--- config.mk ---
export PLATFORM = sky130hd
export DESIGN_NAME = branch_pred_ctrl
export DESIGN_NICKNAME = d
export VERILOG_FILES = /design/src/rtl/branch_pred_ctrl_pkg.sv /design/src/rtl/branch_pred_ctrl_sat.sv /design/src/rtl/branch_pred_ctrl.sv
export SDC_FILE = /design/constraint.sdc
export NUM_CORES = 1
export LEC_CHECK = 0
export CAP_MARGIN = 0
export CORE_MARGIN = 8
export CORE_UTILIZATION = 50
export CTS_CLUSTER_SIZE = 30
export DETAILED_ROUTE_END_ITERATION = 8
export HOLD_SLACK_MARGIN = 0.15
export PLACE_DENSITY = 0.78
export SLEW_MARGIN = 20
export SYNTH_ARGS = -nofsm -noshare
export SYNTH_HDL_FRONTEND = slang
export SYNTH_SLANG_ARGS = --single-unit
--- constraint.sdc ---
create_clock -name clk -period 5.06 [get_ports clk]
set_input_delay 1.265 -clock clk [delete_from_list [all_inputs] [get_ports clk]]
set_output_delay 1.265 -clock clk [all_outputs]
set_load 0.005 [all_outputs]
--- src/rtl/branch_pred_ctrl_pkg.sv ---
// Shared branch-prediction definitions.
// Counter state encodings, BEQ opcode and small helpers.
package branch_pred_ctrl_pkg;

  typedef enum logic [1:0] {
    SNT = 2'b00,
    WNT = 2'b01,
    WT  = 2'b10,
    ST  = 2'b11
  } ctrState_e;

  localparam logic [5:0] OPC_BEQ = 6'h04;

  // MSB of a 2-bit counter is the taken vote
  function automatic logic predBit(
    input logic [1:0] s
  );
    return s[1];
  endfunction

endpackage

--- src/rtl/branch_pred_ctrl_sat.sv ---
// 2-bit saturating branch counter step.
// Ports: state (current), taken (outcome), nextState (stepped value).
module sat_counter2
  import branch_pred_ctrl_pkg::*;
(
  input  logic [1:0] state,
  input  logic       taken,
  output logic [1:0] nextState
);

  always_comb begin
    nextState = state;
    unique case (ctrState_e'(state))
      SNT: nextState = taken ? WNT : SNT;
      WNT: nextState = taken ? WT  : SNT;
      WT:  nextState = taken ? ST  : WNT;
      ST:  nextState = taken ? ST  : WT;
      default: nextState = state;
    endcase
  end

endmodule

--- src/rtl/branch_pred_ctrl.sv ---
// Dynamic BEQ predictor: counter table, IF->ID tracking, stats.
// Ports: IF (if_*), ID resolve (id_*), redirect/flush, statistics.
module branch_pred_ctrl
  import branch_pred_ctrl_pkg::*;
#(
  parameter int         IDX_W      = 4,
  parameter int         CNT_W      = 16,
  parameter logic [1:0] INIT_STATE = 2'b01
) (
  input  logic             clk,
  input  logic             rst_n,
  input  logic             stall,
  input  logic             if_valid,
  input  logic [31:0]      if_pc,
  input  logic             if_is_branch,
  output logic             if_pred_taken,
  input  logic             ext_flush,
  input  logic             id_branch,
  input  logic             id_taken,
  output logic             mispredict,
  output logic             redirect_taken,
  output logic             redirect_not_taken,
  output logic [CNT_W-1:0] stat_branches,
  output logic [CNT_W-1:0] stat_misses
);

  localparam int DEPTH = 1 << IDX_W;
  localparam logic [CNT_W-1:0] CNT_MAX = '1;
  localparam logic [CNT_W-1:0] CNT_ONE =
    {{(CNT_W-1){1'b0}}, 1'b1};

  logic [1:0]       predTable [DEPTH];
  logic [IDX_W-1:0] ifIdx;
  logic             ifPredRaw;

  logic             idValidQ;
  logic             idPredQ;
  logic [IDX_W-1:0] idIdxQ;

  logic             resolve;
  logic             doUpdate;
  logic             squash;
  logic [1:0]       ctrCur;
  logic [1:0]       ctrNext;

  logic             unusedPcBits;

  // Word-aligned PC; upper bits alias freely, no tag
  assign ifIdx = if_pc[IDX_W+1:2];
  assign unusedPcBits =
    ^{if_pc[31:IDX_W+2], if_pc[1:0]};

  // IF reads the table before any same-cycle write
  assign ifPredRaw = predBit(predTable[ifIdx]);
  assign if_pred_taken =
    if_valid & if_is_branch & ifPredRaw;

  assign resolve  = idValidQ & id_branch;
  assign doUpdate = resolve & ~stall;

  assign mispredict =
    resolve & (id_taken != idPredQ);
  assign redirect_taken     = mispredict & id_taken;
  assign redirect_not_taken = mispredict & ~id_taken;

  // Either flush source kills the slot entering ID
  assign squash = mispredict | ext_flush;

  assign ctrCur = predTable[idIdxQ];

  sat_counter2 u_ctr (
    .state     (ctrCur),
    .taken     (id_taken),
    .nextState (ctrNext)
  );

  always_ff @(posedge clk or negedge rst_n) begin
    if (!rst_n) begin
      for (int i = 0; i < DEPTH; i++) begin
        predTable[i] <= INIT_STATE;
      end
    end else if (doUpdate) begin
      predTable[idIdxQ] <= ctrNext;
    end
  end

  always_ff @(posedge clk or negedge rst_n) begin
    if (!rst_n) begin
      idValidQ <= 1'b0;
      idPredQ  <= 1'b0;
      idIdxQ   <= '0;
    end else if (!stall) begin
      idValidQ <= if_valid & if_is_branch & ~squash;
      idPredQ  <= if_pred_taken;
      idIdxQ   <= ifIdx;
    end
  end

  always_ff @(posedge clk or negedge rst_n) begin
    if (!rst_n) begin
      stat_branches <= '0;
      stat_misses   <= '0;
    end else if (doUpdate) begin
      if (stat_branches != CNT_MAX) begin
        stat_branches <= stat_branches + CNT_ONE;
      end
      if (mispredict && stat_misses != CNT_MAX) begin
        stat_misses <= stat_misses + CNT_ONE;
      end
    end
  end

endmodule

# After elaboration in Yosys (flattened, before gate mapping)
# Cells that the tools add are included.
# classes
bitwise_logic	14
multipliers	0
n_lt_le_gt_ge	3
add_sub_neg	2
n_shift	0
n_eq_ne	6
n_mux	14
div_mod_pow	0
n_reduce_logical	5
# op_table
cell	n
$add 16x1->16 const B	2
$bwmux 32	1
$ne 16x16->1 const B	2
$bmux 2 s4	2
$mux 2	7
$ge 5x5->1 const B	2
$not 4->5	2
$and 1x1->1	8
$demux 2 s4	1
$pmux 2 s4	1
$lt 5x1->1 const B	1
$eq 2x2->1 const B	2
$reduce_and 2->1	2
$not 1->1	3
$eq 2x1->1 const B	1
$logic_and 1x1->1	2
$logic_not 2->1	1
$mux 1	2
$ne 1x1->1	1
$or 1x1->1	1
# totals
input_bits	40
mem_bits_rw	0
register_bits	70
rom_bits	0
mem_count	0
out_inout_bits	36
latch_bits	0
wordCells	65

# Longest topological paths before layout
# depth
depth_word	7
ltp_mapped	7
depth_no_buf	5

# By module
# Synthesis repeated with hierarchy kept, for this count alone.
# unflattened
hier_cells	276
hier_area_um2	3553.4
# by_module_without_submodules
mod	n_inst	cells_per_inst	area_per_inst_um2
branch_pred_ctrl	1	273	3527.1
sat_counter2	1	3	26.3

# Least setup slack after synthesis
# OpenSTA, ideal clock, no wires.
# synth_timing
path_kind	input to output
start	in if_pc[2]
end	out if_pred_taken
cell_stages	5
path_slack_ns	1.316
t_arrival_ns	2.479
path_cell_list	clkbuf_1 > mux4_2 > mux2i_1 > nor3_1 > or2_2
# synth_between
elab_chain_len	5
# synth_rtl
element	line	rtl
start, declared	branch_pred_ctrl.sv:14	input logic [31:0] if_pc,
$not 4->5 (not written as such)	branch_pred_ctrl.sv:54	assign ifPredRaw = predBit(predTable[ifIdx]);
$bmux 2 s4	branch_pred_ctrl.sv:54	
$mux 2 (not written as such) (2 in series)	branch_pred_ctrl.sv:54	
$and 1x1->1	branch_pred_ctrl.sv:56	if_valid & if_is_branch & ifPredRaw;
end, declared	branch_pred_ctrl.sv:16	output logic if_pred_taken,
# Every way passes these cells. The select of a mux whose other input is x is not followed.

# Final worst setup path
# Same ends and word-level chain as after synthesis.

==> run metrics <==
Worst setup SP type primary input; Mapped Nets 353; Async SR Flop Fraction 100%; Root Driver clkbuf_8; first-pass GRT wire length 13,400 um; combinational power share 12.5%; largest net degree at the start of global routing 47; Worst-Margin Slew 0.878 ns; drt via density 5.72; flops & latches, synth 70; Flop pwr share 49.9%; Switching Fraction 24.3%; Wirelength per Cell 17.3 um; largest cells by area after synthesis dfrtp_1 37%, dfstp_2 12%, mux2_2 10%; Worst EP arrival 3.43 ns; most common cell after layout, fill and taps aside dfrtp_1; mean area per synthesized cell 11.8 um2; largest area contributor in the netlist dfrtp_1; Final Skew 0.00549 ns; Area Overhead vs Synth 20.6%; PD cells 295 nW/um2; DR vias 2,642; Reg clk slew, reported paths 0.07 ns; setup_tns 0 ns; multi-input logic area 1780 um2; # nets final 400; CTS tree yes; Yosys top cell area share 37.0%; Final Hold Viols 0; DRC Markers 0; RSZ-0062 raised after global routing false; Reg2Reg Depth 4; R2R Path Start idIdxQ[0]$_DFFE_PN0N_; # IOs 76; sequential area share after synthesis 48.5%; num rows 31; outcome finished clean; Layout Cells excl Fill 462; vias in the first global route 2,712; DRT iter0 DRCs 150; Die W 101 um; Post-CTS Hold Buffers 0; EDFF count, synth 0; critical path required time 3.80 ns; relative slew slack 41.0%; final WL 8010 um; Post-synth top flop dfrtp_1; FF+latch area 1770 um2; Die Height 101 um; share of cells above drive strength 1 22.9%; total CTS buffers 9; max-slew violation count 0; worst skew pair latency 0.33 ns; min Tclk post-route 4.70 ns; Lkg Pwr 1.95 nW; Worst Hold Path Cells 1; most frequent cells in the layout 54 x dfrtp_1, 46 x clkdlybuf4s50_1, 33 x mux2_2, 28 x xor2_1, 24 x nand2_1; Post-CTS Setup Bufs 0; min-delay src stat_branches[15]$_DFFE_PN0P_; Crit Path Max Fanout 7; post-synth cell types 41; Hold Path Class reg2reg; 1st-pass router iterations 4; Final HPWL DP 5860 um; Placed Cells 446; fin crit share 92.8%; Core Area 7180 um2; total track usage 16.7%; Starting Density 50.9%; PostCTS Resize Cnt 0; Syn Inst Count 311; critical path class in2out; max frequency 213 MHz; maximum VDD drop 0.000160 V; clk buf depth 2; Reg2Reg Setup Slack 2.58 ns; DRT antenna net count 0; initial antenna violation count 0; Antenna diodes 0; I/O Buffers 47; Remaining Overflow, GRT 0; H-tree levels 3; CP Capture Type primary output; Post-Syn Area 3650 um2; Switch Pwr 0.315 mW; fillers 570; synthesis warning total 0; Max Cap Viol 0; Hold EP stat_branches[15]$_DFFE_PN0P_; Int Pwr 0.985 mW; Setup-failing EPs final 0; R2R Path End predTable[19]$_DFFE_PN0P_; die footprint 10,300 um2; Clock power frac 37.5%; CTS Sinks 70; RD Place Congestion 0.798
routing by layer:
metal / vias to the layer above / part of all wire (%) / GRT usage (%)
met5: - / 0 / 0
met4: 0 / 0.94 / 7.45
met3: 8 / 4.5 / 3.64
met2: 75 / 50 / 27.4
met1: 1321 / 44 / 20.6
li1: 1238 / - / -
sequential cells by signal (all words and copies together), names as in the netlist:
signal and count:
stat_misses 16, idValidQ 1, idPredQ 1, idIdxQ 4
stat_branches 16, predTable 32
power by group through the flow:
| stage | combinational, mW | sequential [mW] | clock, mW |
|---|---|---|---|
| 6_report | 0.163 | 0.649 | 0.488 |
| 5_1_grt | 0.183 | 0.655 | 0.529 |
| 4_1_cts | 0.166 | 0.648 | 0.500 |
| 3_5_place_dp | 0.165 | 0.658 | 0 |
| 3_3_place_gp | 0.159 | 0.655 | 0 |
| 2_1_floorplan | 0.0978 | 0.641 | 0 |
worst max-delay path by stage:
| stage | start | to | slack [ns] | depth (start not counted) |
|---|---|---|---|---|
| detailed placement | if_pc[2] | if_pred_taken | 0.33 | 6 |
| global route | if_pc[2] | if_pred_taken | 0.26 | 6 |
| floorplan | if_pc[2] | if_pred_taken | 1.32 | 5 |
| global placement | if_pc[2] | if_pred_taken | 0.35 | 6 |
| finish | if_pc[2] | if_pred_taken | 0.36 | 6 |
| CTS | if_pc[2] | if_pred_taken | 0.33 | 6 |
critical path, stage by stage:
cell and delay (ns):
clkdlybuf4s50_1 0.63, mux4_2 0.56, mux2i_1 0.16, nor3_1 0.08, or2_2 0.28, clkdlybuf4s50_1 0.46
cell usage after synthesis, drive strengths merged, types with 3 or more instances:
cell / count
nor2: 5
a2111oi: 7
and4: 3
nand3: 20
a21oi: 3
nand4: 7
nand3b: 3
mux2: 33
nor4: 5
a211oi: 11
mux2i: 9
mux4: 10
nor2b: 7
buf: 4
and3: 7
dfstp: 16
inv: 8
maj3: 4
nor3: 7
nand2: 24
xor2: 28
clkbuf: 10
o21ai: 6
and2: 4
dfrtp: 54
kinds of logic (layout without fill, tap and decap cells):
kind of cell,count (synthesis),count (layout),share of synthesized area [%]
and+or+nand+nor,99,99,14.7
AOI/OAI and AO/OA,32,32,6.20
muxes,52,52,18.8
adders and majority gates,6,6,1.88
buffers and inverters,22,74,2.81
xor gates and xnor gates,30,30,7.19
DFF,70,70,48.5
metrics by stage:
stage	utilization (%)	total power, mW	hold slack (ns)	cell area (um2)	setup slack [ns]
CTS	61.4	1.31	0.489	4410	0.334
global placement	58.4	0.814	0.475	4190	0.347
floorplan	-	0.738	0.466	3650	1.32
detailed placement	58.4	0.823	0.479	4190	0.335
global route	61.4	1.37	0.504	4410	0.256
finish	61.4	1.30	0.484	4410	0.362
layout make-up:
| class | instances | share of cell area, % |
|---|---|---|
| multi-input combinational | 219 | 40.4 |
| sequential | 70 | 40.2 |
| timing repair buffer | 50 | 11.1 |
| clock buffer | 12 | 3.29 |
| tap | 99 | 2.81 |
| clock inverter | 4 | 1.59 |
| inverter | 8 | 0.681 |
Power figures use the tool's default switching activity.
